### src/rtl/j1_code_loader_if.sv
// rtl/j1_code_loader_if.sv - byte-stream, code-RAM write and core-control signals of the j1 code loader
interface j1_code_loader_if #(
  parameter int CODE_AW = 13
);
  logic [7:0]         rx_data;
  logic               rx_valid;
  logic               rx_ready;
  logic               cram_we;
  logic [CODE_AW-1:0] cram_addr;
  logic [15:0]        cram_wdata;
  logic               core_resetq;
  logic               busy;
  logic               err;
  logic               load_req;

  modport master (
    input  rx_data, rx_valid, load_req,
    output rx_ready, cram_we, cram_addr, cram_wdata, core_resetq, busy, err
  );

  modport slave (
    output rx_data, rx_valid, load_req,
    input  rx_ready, cram_we, cram_addr, cram_wdata, core_resetq, busy, err
  );
endinterface

### src/rtl/j1_code_loader.sv
// rtl/j1_code_loader.sv - framed byte-stream boot loader filling the j1 code RAM
// Optional inter-byte gap timeout enabled by defining LOADER_TIMEOUT_EN.
module j1_code_loader #(
  parameter int         CODE_AW        = 13,
  parameter logic [7:0] MAGIC          = 8'hA5,
  parameter int         TIMEOUT_CYCLES = 1000000
) (
  input  logic             clk,
  input  logic             resetq,
  j1_code_loader_if.master bus
);
  typedef enum logic [2:0] {IDLE, LEN0, LEN1, DLO, DHI, CSUM, RUN, ERROR} state_t;

  localparam logic [16:0] MAX_WORDS = 17'(2 ** CODE_AW);

  state_t      state, nxt;
  logic [15:0] len;
  logic [7:0]  lo_byte;
  logic [7:0]  csum;
  logic [16:0] wcnt;
  logic        acc;
  logic        last_word;
  logic        too_long;
  logic        zero_len;
  logic        timed_out;

  assign acc       = bus.rx_valid && bus.rx_ready;
  assign last_word = (wcnt + 17'd1) == {1'b0, len};
  // Full length is only known while LEN_HI is on the bus.
  assign too_long  = {1'b0, bus.rx_data, len[7:0]} > MAX_WORDS;
  assign zero_len  = {bus.rx_data, len[7:0]} == 16'd0;

`ifdef LOADER_TIMEOUT_EN
  localparam int GW = $clog2(TIMEOUT_CYCLES + 1);
  logic [GW-1:0] gap;

  always_ff @(posedge clk or negedge resetq) begin
    if (!resetq)
      gap <= '0;
    else if (!bus.busy || acc)
      gap <= '0;
    else
      gap <= gap + 1'b1;
  end

  assign timed_out = bus.busy && !acc && (gap == GW'(TIMEOUT_CYCLES - 1));
`else
  logic unused_timeout;
  assign unused_timeout = (TIMEOUT_CYCLES != 0);
  assign timed_out      = 1'b0;
`endif

  always_comb begin
    nxt = state;
    if (timed_out)
      nxt = ERROR;
    else begin
      case (state)
        IDLE, ERROR: if (acc && bus.rx_data == MAGIC) nxt = LEN0;
        LEN0:        if (acc) nxt = LEN1;
        LEN1:        if (acc) nxt = too_long ? ERROR : (zero_len ? CSUM : DLO);
        DLO:         if (acc) nxt = DHI;
        DHI:         if (acc) nxt = last_word ? CSUM : DLO;
        CSUM:        if (acc) nxt = (bus.rx_data == csum) ? RUN : ERROR;
        RUN:         if (bus.load_req) nxt = IDLE;
        default:     nxt = IDLE;
      endcase
    end
  end

  always_ff @(posedge clk or negedge resetq) begin
    if (!resetq) begin
      state           <= IDLE;
      bus.rx_ready    <= 1'b1;
      bus.cram_we     <= 1'b0;
      bus.cram_addr   <= '0;
      bus.cram_wdata  <= '0;
      bus.core_resetq <= 1'b0;
      bus.busy        <= 1'b0;
      bus.err         <= 1'b0;
      len             <= '0;
      lo_byte         <= '0;
      csum            <= '0;
      wcnt            <= '0;
    end else begin
      state           <= nxt;
      bus.rx_ready    <= (nxt != RUN);
      bus.busy        <= nxt inside {LEN0, LEN1, DLO, DHI, CSUM};
      bus.err         <= (nxt == ERROR);
      // Core leaves reset one cycle after RUN is entered, and re-enters it on load_req.
      bus.core_resetq <= (state == RUN) && (nxt == RUN);
      bus.cram_we     <= 1'b0;
      if (acc) begin
        case (state)
          IDLE, ERROR: wcnt <= '0;
          LEN0: begin
            len[7:0] <= bus.rx_data;
            csum     <= bus.rx_data;
          end
          LEN1: begin
            len[15:8] <= bus.rx_data;
            csum      <= csum ^ bus.rx_data;
          end
          DLO: begin
            lo_byte <= bus.rx_data;
            csum    <= csum ^ bus.rx_data;
          end
          DHI: begin
            csum           <= csum ^ bus.rx_data;
            bus.cram_we    <= 1'b1;
            bus.cram_addr  <= wcnt[CODE_AW-1:0];
            bus.cram_wdata <= {bus.rx_data, lo_byte};
            wcnt           <= wcnt + 17'd1;
          end
          default: ;
        endcase
      end
      if (state == RUN && bus.load_req) begin
        wcnt <= '0;
        len  <= '0;
        csum <= '0;
      end
    end
  end
endmodule

### src/flat_wrapper.sv
// flat-port wrapper written by rule: the top's interface ports become plain ports
module j1_code_loader_flat 
#(
  parameter int         CODE_AW        = 13,
  parameter logic [7:0] MAGIC          = 8'hA5,
  parameter int         TIMEOUT_CYCLES = 1000000
)
  (clk, resetq, bus_rx_data, bus_rx_valid, bus_load_req, bus_rx_ready, bus_cram_we, bus_cram_addr, bus_cram_wdata, bus_core_resetq, bus_busy, bus_err);
  j1_code_loader_if #(.CODE_AW(CODE_AW)) bus_i ();
  input  logic clk;
  input  logic resetq;
  input wire logic [$bits(bus_i.rx_data)-1:0] bus_rx_data;
  input wire logic [$bits(bus_i.rx_valid)-1:0] bus_rx_valid;
  input wire logic [$bits(bus_i.load_req)-1:0] bus_load_req;
  output wire logic [$bits(bus_i.rx_ready)-1:0] bus_rx_ready;
  output wire logic [$bits(bus_i.cram_we)-1:0] bus_cram_we;
  output wire logic [$bits(bus_i.cram_addr)-1:0] bus_cram_addr;
  output wire logic [$bits(bus_i.cram_wdata)-1:0] bus_cram_wdata;
  output wire logic [$bits(bus_i.core_resetq)-1:0] bus_core_resetq;
  output wire logic [$bits(bus_i.busy)-1:0] bus_busy;
  output wire logic [$bits(bus_i.err)-1:0] bus_err;
  assign bus_i.rx_data = bus_rx_data;
  assign bus_i.rx_valid = bus_rx_valid;
  assign bus_i.load_req = bus_load_req;
  assign bus_rx_ready = bus_i.rx_ready;
  assign bus_cram_we = bus_i.cram_we;
  assign bus_cram_addr = bus_i.cram_addr;
  assign bus_cram_wdata = bus_i.cram_wdata;
  assign bus_core_resetq = bus_i.core_resetq;
  assign bus_busy = bus_i.busy;
  assign bus_err = bus_i.err;
  j1_code_loader #(.CODE_AW(CODE_AW), .MAGIC(MAGIC), .TIMEOUT_CYCLES(TIMEOUT_CYCLES)) u_core (.clk(clk), .resetq(resetq), .bus(bus_i));
endmodule
### config.mk
export PLATFORM = sky130hd
export DESIGN_NAME = j1_code_loader_flat
export DESIGN_NICKNAME = d
export VERILOG_FILES = /design/src/rtl/j1_code_loader_if.sv /design/src/rtl/j1_code_loader.sv /design/src/flat_wrapper.sv
export SDC_FILE = /design/constraint.sdc
export NUM_CORES = 1
export LEC_CHECK = 0
export ABC_AREA = 1
export CAP_MARGIN = 20
export CORE_ASPECT_RATIO = 0.5
export CORE_MARGIN = 10
export CORE_UTILIZATION = 40
export DETAILED_ROUTE_END_ITERATION = 7
export SKIP_LAST_GASP = 1
export SLEW_MARGIN = 10
export SYNTH_ARGS = -nofsm -noshare
export SYNTH_HDL_FRONTEND = slang
export SYNTH_SLANG_ARGS = --single-unit
### constraint.sdc
create_clock -name clk -period 2.4 [get_ports clk]
set_clock_uncertainty 0.05 [all_clocks]
set_input_delay 0.36 -clock clk [delete_from_list [all_inputs] [get_ports clk]]
set_output_delay 0.36 -clock clk [all_outputs]
set_load 0.01 [all_outputs]
After elaboration in Yosys (flattened, before gate mapping)
Index checks and enable logic that the tools add are counted.

Add/subtract/negate cells: 1. Order comparisons: 1. Eq/ne operators: 18. Mux-type cells: 24. Bitwise logic cells: 1. Reductions and logical operators: 20.

Operators by type and width (number): $mux 17 (2); $pmux 17 s2 (1); $mux 16 (2); $mux 8 (4); $mux 3 (10); $eq 3x3->1 const B (8); $pmux 3 s7 (1); $add 17x1->17 const B (1); $eq 17x16->1 (1); $gt 16x14->1 const B (1); $logic_not 16->1 (1); $pmux 8 s2 (1); $eq 3x2->1 const B (4); $reduce_and 2->1 (6); $eq 8x8->1 (1); $eq 8x8->1 const B (1); $xor 8x8->8 (1); $eq 3x1->1 const B (2); $reduce_bool 2->1 (3); $reduce_bool 3->1 (2); $reduce_bool 5->1 (1); $logic_and 1x1->1 (4); $logic_not 3->1 (1); $mux 1 (3); other kinds (3) (3).

Register bits after elaboration: 86. Output and inout port bits: 34. Word-level logic and storage cells: 78.

Longest topological paths before layout
Gate-level depths: netlist of run 1.

Depth after elaboration: 7. Depth in mapped cells: 18.

Worst setup path before layout of run 1
No wires, ideal clock.

Path kind: register to register. Start point: register u_core.wcnt[0]. End point: register u_core.bus.busy. Setup time: 116 ps. Data arrival time: 1772 ps. Data required time: 2234 ps. Setup slack: 462 ps. Cell stages (with the launch flop): 18. Clock period less this slack: 1938 ps. Path through: dfrtp_1 ha_1 nand2_1 nand2_1 nand2_1 nand2_1 nor2_1 nand2_1 nor2_1 nand2_1 nor2_1 nand3_1 o21bai_2 nand2_1 nand2_1 nand2_1 nor2_1 nor2_1.

Word-level cells in the longest chain between the ends: 7.

RTL lines: start, declared (RTL line j1_code_loader.sv:20) `logic [16:0] wcnt;`; start signal, assigned (RTL line j1_code_loader.sv:113) `wcnt <= wcnt + 17'd1;`; $add 17x1->17 * (RTL line j1_code_loader.sv:28) `assign last_word = (wcnt + 17'd1) == {1'b0, len};`; $eq 17x16->1 * (RTL line j1_code_loader.sv:28); $mux 3 * (2 in a row) (RTL line j1_code_loader.sv:63) `DHI: if (acc) nxt = last_word ? CSUM : DLO;`; $pmux 3 s7 * (RTL line j1_code_loader.sv:58) `case (state)`; $eq 3x1->1, or another cell as far along (RTL line j1_code_loader.sv:88) `bus.busy <= nxt inside {LEN0, LEN1, DLO, DHI, CSUM};`; $reduce_bool 5->1 * (RTL line j1_code_loader.sv:88); end signal, assigned (RTL line j1_code_loader.sv:88); end, declared (RTL line j1_code_loader_if.sv:18) `output rx_ready, cram_we, cram_addr, cram_wdata, core_resetq, busy, err`.

Every way passes the cells marked *; elsewhere a longest branch is shown, timed or not. A chain may end at the register's enable or synchronous reset.

Final worst setup path of run 1
Start point: register u_core.wcnt[1]. End point: register u_core.bus.busy.

The elaborated chain is that of the path after synthesis.

==> results.py, run 1 <==
metrics = {
    "outcome": {
        "status": "finished, violations left",
        "violations": "hold timing",
    },
    "worst_setup_path": {
        "crit_arrival_ns": 2.44,
        "cp_cell_sequence": "ha_2 -> nand3_2 -> nor2_4 -> buf_4 -> nand2_1 -> nand2_1 -> and2_4 -> nor2_4 -> nor2_1 -> nand3_1 -> o21bai_2 -> nand2_1 -> nand2_1 -> nand2_1 -> nor2_1 -> nor2_1",
        "worstReg2RegEnd": "u_core.bus.busy$_DFF_PN0_",
        "crit_type": "reg -> reg",
        "crit_start": "u_core.wcnt[1]$_DFFE_PN0P_",
        "worst_ep_required_time_ns": 2.59,
        "critPathMaxStageDelay_ns": 0.37,
        "path_max_fanout": 5,
        "r2r_slack_ns": 0.15,
        "critPathCaptureType": "flip-flop",
        "reg2reg_depth": 16,
        "path_common_cell": "nand2_1",
        "r2r_start": "u_core.wcnt[1]$_DFFE_PN0P_",
        "slowest_stage": "dfrtp_1",
        "critPathLaunchType": "flip-flop",
    },
    "placed_design": {
        "gp_congestion": 0.8993,
        "placed_cell_area_sq_um": 5204,
        "post-place-ws_ns": 0.1429,
        "portBuffers": 45,
        "dp.cells": 791,
        "post-dp-hpwl_microns": 8696,
    },
    "cts": {
        "cts_inserted_buffers": 9,
        "htree_levels": 3,
        "cts_sinks": 86,
        "cts_root_buffer": "clkbuf_16",
        "cts_tree": "done",
        "cts_buffer_depth": 2,
        "clock_latency_ns": 0.34,
        "clk_pin_slew_ns": 0.07,
    },
    "yosys": {
        "synth_area_sq_um": 4451,
        "yosys.area.top_type_share_pct": 47.79,
        "synth_fp_nets": 608,
        "synth_ff_type": "dfrtp_1",
        "synth_seq_cells": 86,
        "ys_types": 31,
        "postSynthAreaPerCell_sq_um": 7.480,
        "yosysWarningCount": 0,
        "syn_inst": 595,
        "ys_async_sr_fraction_pct": 100.0,
        "synth_edf_count": 0,
        "synth.largest_area_cell": "dfrtp_1",
        "synth_most_common_cell": "nand2_1",
        "ys_top_cells_by_area": "dfrtp_1, nand2_1, o21ai_0",
        "synthTopCellsByCount": "nand2_1, dfrtp_1, inv_1",
        "yosysSeqAreaShare_pct": 48.38,
    },
    "routing": {
        "ant_nets": 0,
        "totalWireLength_microns": 11850,
        "route.detailed.drc": 0,
        "drt_pre_antenna_iters": 5,
        "wire_per_inst_microns": 14.63,
        "via_count": 4054,
        "via_per_inst": 5.005,
        "drt_iter0_drc": 241,
    },
    "pwr": {
        "p_leak_uw": 0.002627,
        "powerDensity_nw_per_um2": 1148,
        "ir_drop_uv": 437.0,
        "finalPower_uw": 6327,
    },
    "hold_path": {
        "min_path_type": "in -> async",
    },
    "timing": {
        "whs_ns": -0.02765,
        "timing.fmax_mhz": 444.7,
        "finalCritPeriodShare_pct": 93.69,
        "hold_viol_final": 34,
        "rsz0062_at_grt": "true",
        "setup_ws_ns": 0.1513,
        "setup_viol": 0,
        "maxSlewHeadroom_pct": 44.67,
        "drv_slew": 0,
        "worst_pin_slew_ns": 0.8269,
        "min_period_ns": 2.249,
    },
    "global_routing": {
        "met3_usage_pct": 3.773,
        "grt_overflow_total": 0,
        "grt_pass1_vias": 3903,
        "grt_pass1_wl_microns": 20240,
        "grt_use_met2_pct": 24.13,
        "grt_max_degree": 61,
        "antenna_found_initial": 0,
        "busiest_layer": "met2",
        "grtUsageMet1_pct": 21.81,
        "grtUsageTotal_pct": 15.66,
    },
    "job": {
        "maxCapViolCount": 0,
    },
    "layout": {
        "final_cells": 810,
        "multiInputGateArea_sq_um": 1989,
        "fill_cells": 1106,
        "seq_area_sq_um": 2155,
        "syn_to_final_growth_pct": 23.87,
        "postLayoutCellArea_sq_um": 5513,
        "nets": 673,
        "n_antenna_cell": 0,
        "drive_gt1_share_pct": 9.624,
    },
    "floorplan": {
        "start_util_pct": 40.66,
        "rows": 27,
        "die_w_microns": 169.2,
        "placeableCoreArea_sq_um": 10950,
        "die-area_sq_um": 16000,
        "dieHeight_microns": 94.59,
        "pin_count": 46,
    },
}
[area by class of cell]
class                      count  area share, %
timing repair buffer          69          11.85
inverter                      69          4.698
clock inverter                 6         0.8398
sequential                    86          39.08
tap                          145          3.291
clock buffer                  10          4.153
multi-input combinational    425          36.09
[report_power, final]
part           internal, uW  switching [uW]
combinational          1140            1490
clock                   710             623
sequential             1990             374
[cell usage in the layout, fill, tap and decap left out, types with 3 or more instances in the layout]
master and count:
o22ai_1 11, clkbuf_16 9, nor3_1 9, nor2_1 46, clkdlybuf4s50_1 44, xor2_1 8, o21ai_1 6, buf_4 23
inv_1 66, nand2_1 201, nor2_4 5, dfrtp_1 84, o2111ai_1 5, nand4_1 12, nand3_1 38, nand2_2 6
o21ai_0 59, a31oi_1 3
[stage by stage]
stage | TNS, ns | utilization, %
2_1_floorplan | 0 | -
3_3_place_gp | 0 | 47.54
3_5_place_dp | 0 | 47.54
4_1_cts | 0 | 50.06
5_1_grt | -0.07585 | 50.37
6_report | 0 | 50.37
[flip-flops by register name, summed over array words and instances (netlist names)]
register,cells
u_core.state,3
u_core.csum,8
u_core.wcnt,17
u_core.bus.core_resetq,1
u_core.bus.cram_we,1
u_core.bus.err,1
u_core.bus.rx_ready,1
u_core.bus.busy,1
u_core.bus.cram_wdata,16
u_core.lo_byte,8
u_core.bus.cram_addr,13
u_core.len,16
[critical path, delay by kind of cell (launching register included)]
kind | cells | cell delay (ns)
AOI/OAI and AO/OA | 1 | 0.22
DFF | 1 | 0.37
and+or+nand+nor | 13 | 1.13
buffers and inverters | 1 | 0.14
adders and majority gates | 1 | 0.22
[per-layer routing]
layer  part of all wire (%)  vias up
met5                      0        -
met1                     49     1899
met4                   0.89        0
met3                    5.4        8
li1                       -     2051
met2                     44       96
[worst max-delay path by stage]
stage | to | slack [ns]
after floorplan | u_core.bus.busy$_DFF_PN0_ | 0.46
after detailed placement | u_core.bus.busy$_DFF_PN0_ | 0.14
final | u_core.bus.busy$_DFF_PN0_ | 0.15
after global placement | u_core.bus.busy$_DFF_PN0_ | 0.17
after global routing | u_core.bus.busy$_DFF_PN0_ | -0.05
after CTS | u_core.bus.busy$_DFF_PN0_ | 0.14
[cell families after synthesis]
| family | Yosys count | share of synthesized area, % |
|---|---|---|
| AOI/OAI and AO/OA | 91 | 11.47 |
| xor gates and xnor gates | 8 | 1.574 |
| adders and majority gates | 1 | 0.2811 |
| buffers and inverters | 84 | 7.141 |
| DFF | 86 | 48.38 |
| and+or+nand+nor | 325 | 31.15 |
[timing repair]
item | CTS | global route
setup buffers | 0 | 3
gates resized for setup | 0 | 5
hold buffers | 0 | 0
hold endpoints to repair | 0 | 0
endpoints found under the setup margin | 0 | 3
No activity file was read; power rests on OpenSTA's default activity.
==> run 2, diff against run 1 <==
- CTS_CLUSTER_DIAMETER: default -> 150
==> results of run 2 <==
The final DEF is identical to that of run 1; final timing and power are the same.
==> run 3, diff against run 2 <==
- MAX_ROUTING_LAYER: default -> met4
==> results.py, run 3 (same netlist as run 1, synthesis figures left out) <==
metrics = {
    "floorplan": {
        "rows": 27,
        "start_util_pct": 40.66,
        "placeableCoreArea_sq_um": 10950,
        "dieHeight_microns": 94.59,
        "die_w_microns": 169.2,
        "pin_count": 46,
        "die-area_sq_um": 16000,
    },
    "routing": {
        "wire_per_inst_microns": 14.49,
        "via_per_inst": 4.904,
        "via_count": 3992,
        "totalWireLength_microns": 11800,
        "ant_nets": 0,
        "drt_pre_antenna_iters": 4,
        "drt_iter0_drc": 226,
        "route.detailed.drc": 0,
    },
    "timing": {
        "maxSlewHeadroom_pct": 46.73,
        "setup_viol": 0,
        "rsz0062_at_grt": "false",
        "min_period_ns": 2.179,
        "drv_slew": 0,
        "fin_setup_tns_ns": 0,
        "hold_viol_final": 0,
        "finalCritPeriodShare_pct": 90.80,
        "timing.fmax_mhz": 458.9,
        "worst_pin_slew_ns": 0.7961,
    },
    "layout": {
        "nets": 677,
        "mostFrequentLayoutCells": "nand2_1, dfrtp_1, inv_1",
        "n_antenna_cell": 0,
        "reg_top3": "u_core.wcnt (17), u_core.bus.cram_wdata (16), u_core.len (16)",
        "syn_to_final_growth_pct": 25.81,
        "multiInputGateArea_sq_um": 1992,
        "seq_area_sq_um": 2153,
        "final_common_cell": "nand2_1",
        "drive_gt1_share_pct": 9.716,
        "fill_cells": 1116,
        "regMostFlops": "u_core.wcnt",
        "final_cells": 814,
        "largest_reg_flops": 17,
    },
    "worst_setup_path": {
        "worstReg2RegEnd": "u_core.bus.busy$_DFF_PN0_",
        "critPathLaunchType": "flip-flop",
        "r2r_start": "u_core.wcnt[1]$_DFFE_PN0P_",
        "crit_start": "u_core.wcnt[1]$_DFFE_PN0P_",
        "r2r_slack_ns": 0.22,
        "crit_type": "reg -> reg",
        "worst_ep_required_time_ns": 2.59,
        "path_max_fanout": 5,
        "crit_arrival_ns": 2.37,
        "reg2reg_depth": 17,
        "crit_end": "u_core.bus.busy$_DFF_PN0_",
        "critPathCaptureType": "flip-flop",
    },
    "hold_path": {
        "min_path_type": "reg -> reg",
        "hold_depth": 2,
    },
    "pwr": {
        "powerDensity_nw_per_um2": 1171,
        "p_leak_uw": 0.002671,
        "ir_drop_uv": 439.9,
    },
    "outcome": {
        "status": "completed",
    },
    "global_routing": {
        "grt_pass1_wl_microns": 19170,
        "grt_overflow_total": 0,
        "grt_max_degree": 44,
        "grt_pass1_vias": 3733,
        "antenna_found_initial": 0,
        "grtUsageTotal_pct": 15.35,
    },
    "cts": {
        "htree_levels": 3,
        "clk_pin_slew_ns": 0.07,
        "cts_root_buffer": "clkbuf_16",
        "cts_buffer_depth": 2,
        "cts_inserted_buffers": 9,
        "clock_latency_ns": 0.34,
        "cts_sinks": 86,
        "cts_tree": "done",
    },
    "job": {
        "maxCapViolCount": 0,
    },
    "placed_design": {
        "gp_congestion": 0.9180,
        "post-dp-hpwl_microns": 8844,
        "dp.cells": 793,
        "portBuffers": 45,
    },
}
## run 3: power by group
part           switching [uW]  leakage, uW  internal (uW)
Combinational            1490      0.00140           1160
Clock                     619     0.000157            925
Sequential                374      0.00111           1990
## run 3: repair_timing
action / in CTS / in global routing
hold buffers: 1 / 0
resized for setup: 0 / 3
hold endpoints to repair: 41 / 0
setup endpoints to repair: 0 / 2
buffers inserted: 0 / 4
## run 3: worst min path at each step
stage / end / slack, ns / from
5_1_grt: u_core.bus.cram_wdata[3]$_DFFE_PN0P_ / 0.45 / u_core.lo_byte[3]$_DFFE_PN0P_
4_1_cts: u_core.bus.cram_wdata[7]$_DFFE_PN0P_ / 0.43 / u_core.bus.cram_wdata[7]$_DFFE_PN0P_
2_1_floorplan: u_core.bus.busy$_DFF_PN0_ / 0.01 / resetq
3_5_place_dp: u_core.bus.cram_wdata[6]$_DFFE_PN0P_ / 0.35 / resetq
3_3_place_gp: u_core.bus.cram_wdata[6]$_DFFE_PN0P_ / 0.34 / resetq
6_report: u_core.bus.cram_wdata[3]$_DFFE_PN0P_ / 0.42 / u_core.bus.cram_wdata[3]$_DFFE_PN0P_
## run 3: through the flow
step                      hold WS (ns)  instance area, sq um  utilization (%)  total power [uW]  worst slack [ns]
after floorplan                0.01441                  4451                -              3907            0.4622
after global placement          0.3440                  5206            47.57              5000            0.1478
after detailed placement        0.3483                  5206            47.57              5034            0.1391
after CTS                       0.4298                  5544            50.65              6604            0.1736
after global routing            0.4495                  5599            51.15              7093         0.0009792
final                           0.4248                  5599            51.15              6557            0.2208
## run 3: cell type report
cell class / instances / area share (%)
sequential: 86 / 38.46
multi-input combinational: 425 / 35.58
timing repair buffer: 73 / 12.25
inverter: 69 / 4.626
clock buffer: 9 / 4.022
tap: 145 / 3.240
clock inverter: 7 / 1.832
## run 3: routing by layer
layer	track usage, %	up-vias	routed length [microns]	share of wire, %
li1	-	2063	-	-
met1	21.45	1858	6091	52
met2	22.09	62	5119	43
met3	3.856	9	482	4.1
met4	2.857	0	103	0.87
met5	-	-	0	0
## run 3: critical path, cell delays in order (launching register included)
cell and delay (ns):
dfrtp_1 0.35, buf_4 0.13, nand2_1 0.08, nor2_4 0.19
buf_4 0.14, nand3_1 0.08, nand2_1 0.11, nand2_1 0.07
nand2_1 0.06, nand2_1 0.07, nor2_1 0.11, nand3_1 0.13
o21bai_4 0.22, nand2_1 0.07, nand2_1 0.06, nand2_1 0.04
nor2_1 0.09, nor2_1 0.04
